**config.mk**
```make
export PLATFORM = sky130hd
export DESIGN_NAME = axi_lite_master
export DESIGN_NICKNAME = d
export VERILOG_FILES = /design/src/rtl/axi_lite_master.sv
export SDC_FILE = /design/constraint.sdc
export NUM_CORES = 1
export LEC_CHECK = 0
export CORE_ASPECT_RATIO = 1.1
export CORE_MARGIN = 10
export CORE_UTILIZATION = 39
export CTS_CLUSTER_SIZE = 28
export DETAILED_ROUTE_END_ITERATION = 16
export GPL_ROUTABILITY_DRIVEN = 0
export PLACE_DENSITY = 0.82
export SYNTH_ARGS = -nofsm -noshare
export SYNTH_HDL_FRONTEND = slang
export SYNTH_SLANG_ARGS = --single-unit
```
**constraint.sdc**
```tcl
create_clock -name clk -period 2.02 [get_ports clk]
set_clock_uncertainty 0.15 [all_clocks]
set_input_delay 0.202 -clock clk [delete_from_list [all_inputs] [get_ports clk]]
set_output_delay 0.202 -clock clk [all_outputs]
set_load 0.1 [all_outputs]
```
**src/rtl/axi_lite_master.sv**
```systemverilog
// AXI-Lite initiator: turns single-beat command requests into one AXI-Lite
// write or read at a time, with a per-transaction timeout for forward progress.
`timescale 1ns/1ps

module axi_lite_master #(
    parameter int DATA_W      = 32,
    parameter int STRB_W      = 4,
    parameter int ADDR_W      = 4,
    parameter int TXN_TIMEOUT = 50
) (
    input  logic              clk,
    input  logic              arst_n,
    // command side
    input  logic              cmd_valid,
    output logic              cmd_ready,
    input  logic              cmd_write,
    input  logic [ADDR_W-1:0] cmd_addr,
    input  logic [DATA_W-1:0] cmd_wdata,
    input  logic [STRB_W-1:0] cmd_wstrb,
    // response side
    output logic              rsp_valid,
    input  logic              rsp_ready,
    output logic [DATA_W-1:0] rsp_rdata,
    output logic [1:0]        rsp_resp,
    output logic              rsp_tmo,
    // AXI-Lite write channels
    output logic [ADDR_W-1:0] awaddr,
    output logic              awvalid,
    input  logic              awready,
    output logic [DATA_W-1:0] wdata,
    output logic [STRB_W-1:0] wstrb,
    output logic              wvalid,
    input  logic              wready,
    input  logic [1:0]        bresp,
    input  logic              bvalid,
    output logic              bready,
    // AXI-Lite read channels
    output logic [ADDR_W-1:0] araddr,
    output logic              arvalid,
    input  logic              arready,
    input  logic [DATA_W-1:0] rdata,
    input  logic [1:0]        rresp,
    input  logic              rvalid,
    output logic              rready
);

    // state  | meaning
    // IDLE   | cmd_ready high, waiting for a command
    // WR_REQ | awvalid/wvalid presented, waiting for both handshakes
    // WR_RSP | bready high, waiting for bvalid
    // RD_REQ | arvalid presented, waiting for arready
    // RD_RSP | rready high, waiting for rvalid
    // DONE   | rsp_valid high, held until rsp_ready
    typedef enum logic [2:0] {
        IDLE   = 3'd0,
        WR_REQ = 3'd1,
        WR_RSP = 3'd2,
        RD_REQ = 3'd3,
        RD_RSP = 3'd4,
        DONE   = 3'd5
    } state_t;

    localparam int TMR_W = $clog2(TXN_TIMEOUT);
    // Down-counter loaded at accept; reaching zero marks the last cycle in
    // which a completing handshake can still be honoured.
    localparam logic [TMR_W-1:0] TMR_LOAD = TMR_W'(TXN_TIMEOUT - 2);

    state_t            state, state_nxt;
    logic [TMR_W-1:0]  tmr, tmr_nxt;
    logic              expired;
    logic              tmo_hit;
    logic              aw_done, w_done;

    logic              cmd_ready_nxt;
    logic              awvalid_nxt, wvalid_nxt, bready_nxt, arvalid_nxt, rready_nxt;
    logic [ADDR_W-1:0] awaddr_nxt, araddr_nxt;
    logic [DATA_W-1:0] wdata_nxt;
    logic [STRB_W-1:0] wstrb_nxt;
    logic              rsp_valid_nxt, rsp_tmo_nxt;
    logic [DATA_W-1:0] rsp_rdata_nxt;
    logic [1:0]        rsp_resp_nxt;

    assign expired = (tmr == '0);
    assign aw_done = !awvalid || awready;
    assign w_done  = !wvalid || wready;

    always_ff @(posedge clk or negedge arst_n) begin
        if (!arst_n) begin
            state     <= IDLE;
            tmr       <= '0;
            cmd_ready <= 1'b0;
            awvalid   <= 1'b0;
            wvalid    <= 1'b0;
            bready    <= 1'b0;
            arvalid   <= 1'b0;
            rready    <= 1'b0;
            awaddr    <= '0;
            araddr    <= '0;
            wdata     <= '0;
            wstrb     <= '0;
            rsp_valid <= 1'b0;
            rsp_rdata <= '0;
            rsp_resp  <= 2'b00;
            rsp_tmo   <= 1'b0;
        end else begin
            state     <= state_nxt;
            tmr       <= tmr_nxt;
            cmd_ready <= cmd_ready_nxt;
            awvalid   <= awvalid_nxt;
            wvalid    <= wvalid_nxt;
            bready    <= bready_nxt;
            arvalid   <= arvalid_nxt;
            rready    <= rready_nxt;
            awaddr    <= awaddr_nxt;
            araddr    <= araddr_nxt;
            wdata     <= wdata_nxt;
            wstrb     <= wstrb_nxt;
            rsp_valid <= rsp_valid_nxt;
            rsp_rdata <= rsp_rdata_nxt;
            rsp_resp  <= rsp_resp_nxt;
            rsp_tmo   <= rsp_tmo_nxt;
        end
    end

    always_comb begin
        state_nxt     = state;
        tmr_nxt       = expired ? tmr : tmr - TMR_W'(1);
        tmo_hit       = 1'b0;
        awvalid_nxt   = awvalid;
        wvalid_nxt    = wvalid;
        bready_nxt    = bready;
        arvalid_nxt   = arvalid;
        rready_nxt    = rready;
        awaddr_nxt    = awaddr;
        araddr_nxt    = araddr;
        wdata_nxt     = wdata;
        wstrb_nxt     = wstrb;
        rsp_valid_nxt = rsp_valid;
        rsp_rdata_nxt = rsp_rdata;
        rsp_resp_nxt  = rsp_resp;
        rsp_tmo_nxt   = rsp_tmo;

        case (state)
            IDLE: begin
                tmr_nxt = tmr;
                if (cmd_valid && cmd_ready) begin
                    tmr_nxt = TMR_LOAD;
                    if (cmd_write) begin
                        awaddr_nxt  = cmd_addr;
                        wdata_nxt   = cmd_wdata;
                        wstrb_nxt   = cmd_wstrb;
                        awvalid_nxt = 1'b1;
                        wvalid_nxt  = 1'b1;
                        state_nxt   = WR_REQ;
                    end else begin
                        araddr_nxt  = cmd_addr;
                        arvalid_nxt = 1'b1;
                        state_nxt   = RD_REQ;
                    end
                end
            end
            WR_REQ: begin
                if (expired) begin
                    tmo_hit = 1'b1;
                end else begin
                    awvalid_nxt = awvalid && !awready;
                    wvalid_nxt  = wvalid && !wready;
                    if (aw_done && w_done) begin
                        bready_nxt = 1'b1;
                        state_nxt  = WR_RSP;
                    end
                end
            end
            WR_RSP: begin
                // completion on the expiry cycle still counts as a normal response
                if (bvalid && bready) begin
                    bready_nxt    = 1'b0;
                    rsp_valid_nxt = 1'b1;
                    rsp_rdata_nxt = '0;
                    rsp_resp_nxt  = bresp;
                    rsp_tmo_nxt   = 1'b0;
                    state_nxt     = DONE;
                end else if (expired) begin
                    tmo_hit = 1'b1;
                end
            end
            RD_REQ: begin
                if (expired) begin
                    tmo_hit = 1'b1;
                end else if (arready) begin
                    arvalid_nxt = 1'b0;
                    rready_nxt  = 1'b1;
                    state_nxt   = RD_RSP;
                end
            end
            RD_RSP: begin
                if (rvalid && rready) begin
                    rready_nxt    = 1'b0;
                    rsp_valid_nxt = 1'b1;
                    rsp_rdata_nxt = rdata;
                    rsp_resp_nxt  = rresp;
                    rsp_tmo_nxt   = 1'b0;
                    state_nxt     = DONE;
                end else if (expired) begin
                    tmo_hit = 1'b1;
                end
            end
            DONE: begin
                tmr_nxt = tmr;
                if (rsp_ready) begin
                    rsp_valid_nxt = 1'b0;
                    rsp_tmo_nxt   = 1'b0;
                    state_nxt     = IDLE;
                end
            end
            default: begin
                state_nxt = IDLE;
            end
        endcase

        if (tmo_hit) begin
            awvalid_nxt   = 1'b0;
            wvalid_nxt    = 1'b0;
            bready_nxt    = 1'b0;
            arvalid_nxt   = 1'b0;
            rready_nxt    = 1'b0;
            rsp_valid_nxt = 1'b1;
            rsp_rdata_nxt = '0;
            rsp_resp_nxt  = 2'b10;
            rsp_tmo_nxt   = 1'b1;
            state_nxt     = DONE;
        end

        cmd_ready_nxt = (state_nxt == IDLE);
    end

endmodule

```
==> flow_summary.rst <==
.. list-table::
   :header-rows: 1

   * - Metric
     - Value
   * - Detailed-route wire length
     - 12.4 mm
   * - Min Clock Period, post-route
     - 2.07 ns
   * - Remaining antenna violation count
     - 0
   * - Setup-failing EPs final
     - 1
   * - Detailed router's first-iteration violation count
     - 128
   * - Fin crit share
     - 103%
   * - Number of vias per cell after detailed routing
     - 4.88
   * - Synth top area share
     - 55.1%
   * - Fin. max-slew vios
     - 0
   * - Data required time at the worst endpoint
     - 2.15 ns
   * - Mean instance size in the synthesized netlist
     - 11.9 sq um
   * - Number of antenna violations at the first check in global routing
     - 0
   * - Die footprint
     - 15700 sq um
   * - Critical Path AT
     - 2.20 ns
   * - Number of enable-type register cells in the synthesized netlist
     - 0
   * - Clock insertion delay at the later pin of the skew report
     - 0.34 ns
   * - Top cells by area in the synthesized netlist
     - sky130_fd_sc_hd__dfrtp_1, sky130_fd_sc_hd__mux2_2, sky130_fd_sc_hd__mux2i_1
   * - Critical R2R Capture
     - cmd_ready
   * - Result of the run
     - finished with violations
   * - Utilization of the core after routing
     - 60.4%
   * - Width of the chip
     - 120 um
   * - Worst min path class
     - input pin to async pin
   * - DP Wirelength
     - 9.43 mm
   * - Type of the worst setup path
     - flop to flop
   * - Synth Net Count
     - 449
   * - Detailed-route via count
     - 3455
   * - Ys Warns
     - 0
   * - Clock buffers created by TritonCTS
     - 9
   * - Number of sinks driven by the clock tree
     - 95
   * - Cells after Synth
     - 362
   * - Clock root buffer master
     - sky130_fd_sc_hd__clkbuf_16
   * - Violations in the final reports
     - setup timing
   * - DRC violation count after routing
     - 0
   * - Initial Utilization
     - 39.7%
   * - Startpoint of the worst register-to-register path
     - tmr[0]
   * - Share of final-layout standard cells stronger than drive strength 1
     - 35.5%
   * - MaxCap Viol Count
     - 0
   * - Final-report hold violation count
     - 0
   * - Layout fillers
     - 863
   * - Transition time at the pin with the least slew margin
     - 0.567 ns
   * - Maximum fanout count along the critical path
     - 4
   * - Routed WL per cell
     - 17.5 um
   * - Setup crit start kind
     - flop
   * - Clock transition at the register clock pins on the worst setup and hold paths after CTS
     - 0.06 ns
   * - Relative max-transition margin
     - 61.2%
   * - Total Nets Final
     - 644
   * - Setup crit end kind
     - flop
   * - Via count of the first global-routing pass
     - 3688
   * - CTS tree
     - done
   * - Synth area leader
     - sky130_fd_sc_hd__dfrtp_1
   * - RSZ-0062 raised after global routing
     - true
   * - Area of the multi-input gates
     - 1870 sq um
   * - Num rows
     - 40
   * - Startpoint of the worst setup timing path
     - tmr[0]
   * - Count of H-tree levels built during CTS
     - 3
   * - Number of cells on the worst reg-to-reg path
     - 6
   * - Pin count of the biggest net entering global routing
     - 43
   * - Max frequency
     - 0.483 GHz
   * - Worst path setup slack after routing
     - -0.0516 ns
   * - Flip-flop and latch count after synthesis
     - 95
   * - DR pass1 iterations
     - 4
   * - Total area of sequential cells
     - 2380 sq um
   * - Buffers on Ports
     - 171
   * - Wire length of the first global-routing pass
     - 18.9 mm
   * - Ant. Diodes
     - 0
   * - Top-level I/O count
     - 172
   * - Final global-route overflow total
     - 0
   * - Commonest cells in the synthesized netlist
     - sky130_fd_sc_hd__dfrtp_1, sky130_fd_sc_hd__mux2_2, sky130_fd_sc_hd__nor2_1, sky130_fd_sc_hd__mux2i_1, sky130_fd_sc_hd__and2_1
   * - Cell Area, Synth
     - 4310 sq um
   * - Setup slack of the worst register-to-register path
     - -0.05 ns
   * - Count of different cell masters after synthesis
     - 48
   * - Synth Flop Type
     - sky130_fd_sc_hd__dfrtp_1
   * - Fraction of the yosys area taken by sequential cells
     - 55.1%
   * - CTS Buffer Depth
     - 2
   * - Proportion of register bits with asynchronous set or reset after synthesis
     - 100%
   * - Die Y-Extent
     - 130 um
   * - Area grow syn2layout
     - 52.0%
   * - Dominant cell by count in the synthesized netlist
     - sky130_fd_sc_hd__dfrtp_1
   * - Overall fraction of global-route tracks in use
     - 15.2%
   * - CORE AREA
     - 10900 sq um
## worst max path at each step
stage / endpoint / slack (ns) / cells after the start
final: cmd_ready / -0.05 / 6
after global routing: cmd_ready / -0.13 / 6
after CTS: cmd_ready / -0.03 / 6
after detailed placement: tmr[4] / -0.09 / 5
after global placement: cmd_ready / 0.002 / 6
after floorplan: rsp_rdata[11] / 0.009 / 6
## sequential cells by signal, summed over array words and instances (netlist names), 2 cells and up
register	flops
araddr	4
awaddr	4
rsp_rdata	32
rsp_resp	2
state	3
tmr	6
wdata	32
wstrb	4
## kinds of logic (layout without fill, tap and decap cells)
family	after synthesis	after routing	share of synthesized area, %
compound gates	34	34	5.74
xor+xnor	1	1	0.203
fa+ha+maj	1	1	0.290
buf+inv	27	226	3.02
flops	95	95	55.1
mux	82	82	20.4
simple gates	122	122	15.3
## metrics by stage
step	setup TNS (ns)	instance area (sq um)	setup slack (ns)	hold slack (ns)	cells
after detailed placement	-0.839	6180	-0.0946	0.0125	689
after global routing	-0.247	6560	-0.127	0.214	708
after floorplan	0	4320	0.00900	-0.244	362
after global placement	0	6180	0.00242	0.00998	689
final	-0.0516	6560	-0.0516	0.191	708
after CTS	-0.0448	6480	-0.0284	0.195	705
## metal layers
layer / up-vias / share of wire (%) / GRT usage, %
met4: 0 / 1.2 / 6.46
met3: 12 / 11 / 7.39
met1: 1643 / 41 / 17.0
met2: 145 / 47 / 24.3
li1: 1655 / - / -
met5: - / 0 / 0
## cell usage in the layout (no fill, tap or decap), drive strengths merged, types with 3 or more instances in the layout
cell	Yosys	final
nor3	5	5
o21ai	4	4
clkbuf	5	10
a21oi	10	10
inv	7	8
clkinv	0	3
dfrtp	95	95
and2	34	34
nor2	45	45
clkdlybuf4s50	0	84
nand3	4	4
mux2	46	46
nand2	14	14
buf	15	118
nor2b	3	3
mux2i	36	36
## repair_timing
action,CTS,global route
endpoints found under the hold margin,30,0
setup buffers,0,2
hold buffers,1,0
gates cloned,0,1
pin swaps,2,2
resized for setup,2,8
setup endpoints to repair,36,40
## critical path: stages, from the launching register on
cell                       delay [ns]
sky130_fd_sc_hd__dfrtp_1         0.39
sky130_fd_sc_hd__inv_2           0.08
sky130_fd_sc_hd__ha_4            0.14
sky130_fd_sc_hd__or4b_4          0.48
sky130_fd_sc_hd__o211a_4         0.26
sky130_fd_sc_hd__a221oi_4        0.31
sky130_fd_sc_hd__o2111a_1        0.20
## cell type report
cell class / count / area share (%)
Clock buffer: 9 / 3.43
Clock inverter: 6 / 0.935
Inverter: 7 / 0.401
Multi-Input combinational cell: 240 / 28.4
Sequential cell: 95 / 36.4
Tap cell: 147 / 2.80
Timing Repair Buffer: 204 / 27.6
Power is not shown: default switching activity piles up to over one toggle a cycle in this logic, so the estimate is an artifact.
